**src/rtl/exprnd_pipe_pkg.sv**
```systemverilog
// Shared definitions for the pipelined exponent rounder.
//  - Rounding-mode encodings
//  - Exponent constants (wrap bias, largest finite exponent) derived from EXP_W
//  - Stage-1 control payload struct
//  - Round-toward-infinity decode helper
package exprnd_pipe_pkg;

   localparam logic [1:0] RM_RZ  = 2'b00;
   localparam logic [1:0] RM_RNE = 2'b01;
   localparam logic [1:0] RM_RU  = 2'b10;
   localparam logic [1:0] RM_RD  = 2'b11;

   // Control bits that travel with each operand through stage 1
   typedef struct packed {
      logic s;       // sign
      logic ovf;     // upstream overflow
      logic ovfen;   // overflow trap enabled
      logic to_inf;  // rounding direction pushes the overflow to infinity
   } ctl_t;

   // Trap-wrap bias: 3 << (exp_w-2), e.g. 1536 for double precision
   function automatic int unsigned alpha_of(input int unsigned exp_w);
      return 32'd3 << (exp_w - 32'd2);
   endfunction

   // Largest finite biased exponent: all ones minus one
   function automatic int unsigned emax_of(input int unsigned exp_w);
      return (32'd1 << exp_w) - 32'd2;
   endfunction

   // Overflow rounds to infinity for RNE, RU on positive, RD on negative
   function automatic logic to_inf_f(input logic [1:0] rm, input logic s);
      logic r;
      case (rm)
         RM_RZ:   r = 1'b0;
         RM_RNE:  r = 1'b1;
         RM_RU:   r = ~s;
         RM_RD:   r = s;
         default: r = 1'b0;
      endcase
      return r;
   endfunction

endpackage

```
**src/rtl/exprnd_pipe_sel.sv**
```systemverilog
// Combinational stage-2 result select of the exponent rounder.
// Ports:
//  e_i      biased exponent from the significand rounder
//  ewrap_i  exponent with the trap bias removed (modulo 2^EXP_W)
//  f_i      stored fraction bits (hidden bit already dropped)
//  ovf_i    overflow, ovfen_i trap enable, to_inf_i rounding direction
//  eout_o / fout_o       packed exponent / fraction
//  ovf_o / inx_o         overflow and saturation-inexact flags
module exprnd_pipe_sel
   import exprnd_pipe_pkg::*;
#(
   parameter int unsigned EXP_W  = 11,
   parameter int unsigned FRAC_W = 52
) (
   input  logic [EXP_W-1:0]  e_i,
   input  logic [EXP_W-1:0]  ewrap_i,
   input  logic [FRAC_W-1:0] f_i,
   input  logic              ovf_i,
   input  logic              ovfen_i,
   input  logic              to_inf_i,
   output logic [EXP_W-1:0]  eout_o,
   output logic [FRAC_W-1:0] fout_o,
   output logic              ovf_o,
   output logic              inx_o
);

   localparam logic [EXP_W-1:0] EMAX = EXP_W'(emax_of(EXP_W));

   // Choose passthrough, trap wrap, infinity, or largest finite value
   always_comb begin
      eout_o = e_i;
      fout_o = f_i;
      ovf_o  = 1'b0;
      inx_o  = 1'b0;
      if (!ovf_i) begin
         eout_o = e_i;
         fout_o = f_i;
      end else if (ovfen_i) begin
         eout_o = ewrap_i;
         fout_o = f_i;
         ovf_o  = 1'b1;
      end else if (to_inf_i) begin
         eout_o = '1;
         fout_o = '0;
         ovf_o  = 1'b1;
         inx_o  = 1'b1;
      end else begin
         eout_o = EMAX;
         fout_o = '1;
         ovf_o  = 1'b1;
         inx_o  = 1'b1;
      end
   end

endmodule

```
**src/rtl/exprnd_pipe.sv**
```systemverilog
// Two-stage pipelined exponent rounder with valid/ready handshake.
// Stage 1 registers the operand plus the wrapped exponent and rounding
// direction; stage 2 registers the selected packed exponent/fraction and
// per-result flags. Sticky flags accumulate over accepted results.
// Ports:
//  clk, rst                          clock, async active-high reset
//  in_valid/in_ready/in_tag          input handshake and opaque tag
//  s, e3, f3, RM, OVF, OVFen         operand from the significand rounder
//  out_valid/out_ready/out_tag       output handshake and tag
//  out_s, eout, fout, out_ovf, out_inx  packed result and flags
//  flags_clr, sticky_ovf, sticky_inx    sticky flag control/status
module exprnd_pipe
   import exprnd_pipe_pkg::*;
#(
   parameter int unsigned EXP_W  = 11,
   parameter int unsigned FRAC_W = 52,
   parameter int unsigned TAG_W  = 4
) (
   input  logic              clk,
   input  logic              rst,
   input  logic              in_valid,
   output logic              in_ready,
   input  logic [TAG_W-1:0]  in_tag,
   input  logic              s,
   input  logic [EXP_W-1:0]  e3,
   input  logic [FRAC_W:0]   f3,
   input  logic [1:0]        RM,
   input  logic              OVF,
   input  logic              OVFen,
   output logic              out_valid,
   input  logic              out_ready,
   output logic [TAG_W-1:0]  out_tag,
   output logic              out_s,
   output logic [EXP_W-1:0]  eout,
   output logic [FRAC_W-1:0] fout,
   output logic              out_ovf,
   output logic              out_inx,
   input  logic              flags_clr,
   output logic              sticky_ovf,
   output logic              sticky_inx
);

   localparam logic [EXP_W-1:0] ALPHA = EXP_W'(alpha_of(EXP_W));

   // stage 1
   logic              v1_q, v1_d;
   logic [TAG_W-1:0]  tag1_q;
   ctl_t              ctl1_q;
   logic [EXP_W-1:0]  e1_q;
   logic [EXP_W-1:0]  ewrap1_q;
   logic [FRAC_W:0]   f1_q;
   // stage 2
   logic              v2_q, v2_d;
   logic [TAG_W-1:0]  tag2_q;
   logic              s2_q;
   logic [EXP_W-1:0]  e2_q;
   logic [FRAC_W-1:0] f2_q;
   logic              ovf2_q, inx2_q;
   // control
   logic              rdy_q;
   logic              sticky_ovf_q, sticky_ovf_d;
   logic              sticky_inx_q, sticky_inx_d;
   logic              ld1_s, ld2_s, in_fire_s, out_fire_s;
   ctl_t              ctl_in_s;
   logic [EXP_W-1:0]  sel_e_s;
   logic [FRAC_W-1:0] sel_f_s;
   logic              sel_ovf_s, sel_inx_s;

   // Handshake, valid and sticky next-state
   always_comb begin
      ld2_s      = !v2_q || out_ready;
      ld1_s      = !v1_q || ld2_s;
      // rdy_q keeps the input closed until the first edge after reset release
      in_ready   = rdy_q && ld1_s;
      in_fire_s  = in_valid && in_ready;
      out_fire_s = v2_q && out_ready;
      v1_d       = ld1_s ? in_fire_s : v1_q;
      v2_d       = ld2_s ? v1_q : v2_q;
      // A result transferring in the clearing cycle still sets the flag
      if (flags_clr) begin
         sticky_ovf_d = out_fire_s && ovf2_q;
         sticky_inx_d = out_fire_s && inx2_q;
      end else begin
         sticky_ovf_d = sticky_ovf_q || (out_fire_s && ovf2_q);
         sticky_inx_d = sticky_inx_q || (out_fire_s && inx2_q);
      end
   end

   // Stage-1 control payload decode
   always_comb begin
      ctl_in_s.s      = s;
      ctl_in_s.ovf    = OVF;
      ctl_in_s.ovfen  = OVFen;
      ctl_in_s.to_inf = to_inf_f(RM, s);
   end

   exprnd_pipe_sel #(
      .EXP_W  (EXP_W),
      .FRAC_W (FRAC_W)
   ) u_sel (
      .e_i      (e1_q),
      .ewrap_i  (ewrap1_q),
      .f_i      (f1_q[FRAC_W-1:0]),
      .ovf_i    (ctl1_q.ovf),
      .ovfen_i  (ctl1_q.ovfen),
      .to_inf_i (ctl1_q.to_inf),
      .eout_o   (sel_e_s),
      .fout_o   (sel_f_s),
      .ovf_o    (sel_ovf_s),
      .inx_o    (sel_inx_s)
   );

   // Valid bits, ready enable and sticky flags
   always_ff @(posedge clk or posedge rst) begin
      if (rst) begin
         v1_q         <= 1'b0;
         v2_q         <= 1'b0;
         rdy_q        <= 1'b0;
         sticky_ovf_q <= 1'b0;
         sticky_inx_q <= 1'b0;
      end else begin
         v1_q         <= v1_d;
         v2_q         <= v2_d;
         rdy_q        <= 1'b1;
         sticky_ovf_q <= sticky_ovf_d;
         sticky_inx_q <= sticky_inx_d;
      end
   end

   // Stage-1 payload: loads only on an input transfer
   always_ff @(posedge clk or posedge rst) begin
      if (rst) begin
         tag1_q   <= '0;
         ctl1_q   <= '0;
         e1_q     <= '0;
         ewrap1_q <= '0;
         f1_q     <= '0;
      end else if (in_fire_s) begin
         tag1_q   <= in_tag;
         ctl1_q   <= ctl_in_s;
         e1_q     <= e3;
         ewrap1_q <= e3 - ALPHA;   // modulo 2^EXP_W, borrow ignored
         f1_q     <= f3;
      end else begin
         tag1_q   <= tag1_q;
         ctl1_q   <= ctl1_q;
         e1_q     <= e1_q;
         ewrap1_q <= ewrap1_q;
         f1_q     <= f1_q;
      end
   end

   // Stage-2 payload: held while stalled so outputs stay stable
   always_ff @(posedge clk or posedge rst) begin
      if (rst) begin
         tag2_q <= '0;
         s2_q   <= 1'b0;
         e2_q   <= '0;
         f2_q   <= '0;
         ovf2_q <= 1'b0;
         inx2_q <= 1'b0;
      end else if (ld2_s && v1_q) begin
         tag2_q <= tag1_q;
         s2_q   <= ctl1_q.s;
         e2_q   <= sel_e_s;
         f2_q   <= sel_f_s;
         ovf2_q <= sel_ovf_s;
         inx2_q <= sel_inx_s;
      end else begin
         tag2_q <= tag2_q;
         s2_q   <= s2_q;
         e2_q   <= e2_q;
         f2_q   <= f2_q;
         ovf2_q <= ovf2_q;
         inx2_q <= inx2_q;
      end
   end

   assign out_valid  = v2_q;
   assign out_tag    = tag2_q;
   assign out_s      = s2_q;
   assign eout       = e2_q;
   assign fout       = f2_q;
   assign out_ovf    = ovf2_q;
   assign out_inx    = inx2_q;
   assign sticky_ovf = sticky_ovf_q;
   assign sticky_inx = sticky_inx_q;

endmodule
```
**config.mk**
```make
export PLATFORM = sky130hd
export DESIGN_NAME = exprnd_pipe
export DESIGN_NICKNAME = d
export VERILOG_FILES = /design/src/rtl/exprnd_pipe_pkg.sv /design/src/rtl/exprnd_pipe_sel.sv /design/src/rtl/exprnd_pipe.sv
export SDC_FILE = /design/constraint.sdc
export NUM_CORES = 1
export LEC_CHECK = 0
export CORE_ASPECT_RATIO = 1.5
export CORE_MARGIN = 1
export CORE_UTILIZATION = 50
export CTS_CLUSTER_DIAMETER = 40
export DETAILED_ROUTE_END_ITERATION = 12
export PLACE_DENSITY = 0.8
export SLEW_MARGIN = 20
export SYNTH_ARGS = -nofsm -noshare
export SYNTH_HDL_FRONTEND = slang
export SYNTH_SLANG_ARGS = --single-unit
export TNS_END_PERCENT = 10
```
**constraint.sdc**
```tcl
create_clock -name clk -period 5.8 [get_ports clk]
set_clock_uncertainty 0.15 [all_clocks]
set_input_delay 1.16 -clock clk [delete_from_list [all_inputs] [get_ports clk]]
set_output_delay 1.16 -clock clk [all_outputs]
set_load 0.01 [all_outputs]
```
==> summary.txt <==
Synthesis
  • Mapped Area: 0.00639 mm2
  • FF+latch count, synth: 148
  • Syn avg cell area: 13.2 um2
  • Mapped Cells: 483
  • Syn_nets: 561
  • Netlist cell types: 26
  • Synth Warn #: 0
  • Seq/Total Area, Yosys: 0.580

Finish
  • Fillers: 888
  • Final instance area: 0.00855 mm2
  • Reg area: 0.00371 mm2
  • Multi-input logic area: 0.00223 mm2
  • Layout cell share with drive strength beyond 1: 0.211
  • Synth-to-Final Area Change: 33.8%
  • Nets: 696
  • Ant diodes: 0

STA
  • Slew Limit Fails: 0
  • Final Setup Violations: 0
  • Slew @ Worst Pin: 0.844 ns
  • Fmax: 256 MHz
  • Tcrit/Tclk final: 0.674
  • Final worst setup slack: 1.89 ns
  • Final hold vios: 0
  • Unrepaired setup endpoints after global routing: false
  • Crit path time final: 3.91 ns
  • Slew headroom: 0.437
  • Hold Slack: 0.364 ns
  • Post-Route Setup TNS: 0 ns

Worst setup path
  • Crit path kind: input port to output pin
  • CP Data Required Time: 4.49 ns
  • Startpoint Class: input port
  • Worst-path maximum fanout: 4
  • Critical Path AT: 2.60 ns
  • Worst r2r path cells: 4
  • Crit end category: output pin

Pwr
  • VDD IR max: 0.249 mV
  • Int Power: 0.00248 W
  • Sequential Power Share: 0.414
  • PD cells: 405 mW/mm2
  • Leak: 3.73 nW
  • Power Total: 0.00346 W
  • Clock power share: 0.320
  • Switching power: 0.000989 W
  • Sw Share: 0.285
  • Logic pwr share: 0.266

Placed design
  • Port bufs: 150
  • Area after DPL: 0.00790 mm2
  • Placer Congestion: 0.774
  • Post-place setup slack: 1.93 ns
  • Hpwl dp: 9220 um

Drt
  • Antenna viol nets, final: 0
  • Via density: 5.52
  • DRT Wirelength: 15000 um
  • WL per Instance: 19.1 um
  • Vias post-DR: 4344
  • Final routed DRC violation total: 0
  • DRT iter0 DRCs: 184
  • TritonRoute pass-1 iters: 4

Floorplanning
  • Initial core utilization: 0.513
  • Top Ports: 152
  • Die X: 94.3 um
  • Core box area: 0.0124 mm2
  • Die Y: 140 um
  • Core Rows: 50
  • DIE AREA: 0.0132 mm2

GRT
  • Global-route wire length before repair: 24400 um
  • Largest net degree at the start of global routing: 114
  • Vias in the first global route: 4718
  • Congestion Overflow GR: 0
  • GRT Overall Usage: 0.242
  • Initial antenna violation count: 0

Clock tree
  • # Post-CTS Setup Buffers: 0
  • Cts hold-fix bufs: 0
  • Clk slew on worst S/H paths: 0.07 ns
  • CTS Sinks: 148
  • H-tree levels: 4
  • Clock Latency Late Sink: 0.41 ns
  • Total CTS buffers: 17
  • Cts repair resizes: 0
  • CTS root buf: clkbuf_16
  • CTS tree: done
  • Clock Tree Buf Depth: 2

Run
  • Max-cap violations: 0

Worst hold path
  • Worst Hold Class: flop to flop
  • Worst Hold Depth: 1

Outcome
  • Status: complete, no violations
## synth_stat cells, drive strengths merged
cell	n	area, um2
o21ai	53	265
and2	2	15.0
o2111ai	51	447
o22ai	2	12.5
xnor2	1	8.76
mux2	78	1160
nor2b	3	18.8
buf	15	153
dfrtp	148	3700
mux2i	5	50.1
nor2	8	30.0
nand2b	3	18.8
a21oi	19	129
nand3b	2	15.0
inv	58	218
nand3	2	10.0
conb	1	3.75
nand2	3	11.3
clkbuf	27	101
xor2	1	8.76
a31oi	1	12.5
## final timing paths
path / startpoint / to / slack (ns)
worst max-delay path: out_ready / in_ready / 1.89
worst min-delay path: out_tag[1] / out_tag[1] / 0.36
worst max register to register: v1_q / e1_q[3] / 2.90
worst min register to register: out_tag[1] / out_tag[1] / 0.36
max in group asynchronous: rst / fout[7] / 3.34
min in group asynchronous: rst / fout[45] / 0.94
## critical path, cell delays in order
cell and delay [ns]:
clkdlybuf4s50_1 0.48, nand3b_1 0.24, and2_1 0.21, clkdlybuf4s50_1 0.51
## power by group through the flow
stage	Clock (W)	Sequential [W]	Combinational [W]
finish	0.00111	0.00143	0.000920
global route	0.00117	0.00147	0.000990
CTS	0.00112	0.00143	0.000927
detailed placement	0	0.00145	0.000919
global placement	0	0.00144	0.000894
floorplan	0	0.00148	0.000396
## metal layers
metal,wire [um],track usage,up-vias
li1,-,-,1968
met1,6220,0.299,2230
met2,7830,0.405,128
met3,632,0.0483,18
met4,324,0.109,0
met5,0,0,-
## sequential cells by signal (all words and copies together) (netlist names), 2 cells and up
name and count:
ctl1_q 4, e1_q 11, eout 11, ewrap1_q 2, f1_q 52, fout 52
out_tag 4, tag1_q 4
## final cells by class
class | instances | share of cell area
multi-input combinational | 235 | 0.261
sequential | 148 | 0.434
clock buffer | 20 | 0.0534
tap | 156 | 0.0228
clock inverter | 12 | 0.0170
timing repair buffer | 158 | 0.186
inverter | 58 | 0.0261
## cell usage in the layout (no fill, tap or decap), types with 3 or more instances in the layout
cell type	instances
a21oi_1	10
a21oi_2	9
buf_4	6
clkbuf_16	17
clkdlybuf4s50_1	150
clkinvlp_4	4
dfrtp_1	147
inv_1	57
inv_6	4
mux2_2	4
mux2_4	74
mux2i_1	5
nand2_1	3
nor2_1	8
o2111ai_1	51
o21ai_0	53
## logic make-up (layout without fill, tap and decap cells)
group           count (synthesis)  in the layout  synth area share
compound gates                126            126             0.136
xor+xnor                        2              2           0.00274
buf+inv                       100            248            0.0739
flops                         148            148             0.580
mux                            83             83             0.189
other cells                     1              1          0.000587
simple gates                   23             23            0.0186
## stage by stage
stage,cells,util
finish,787,0.686
global route,787,0.686
CTS,785,0.683
detailed placement,753,0.635
global placement,753,0.634
floorplan,483,-
Power figures use the tool's default switching activity.
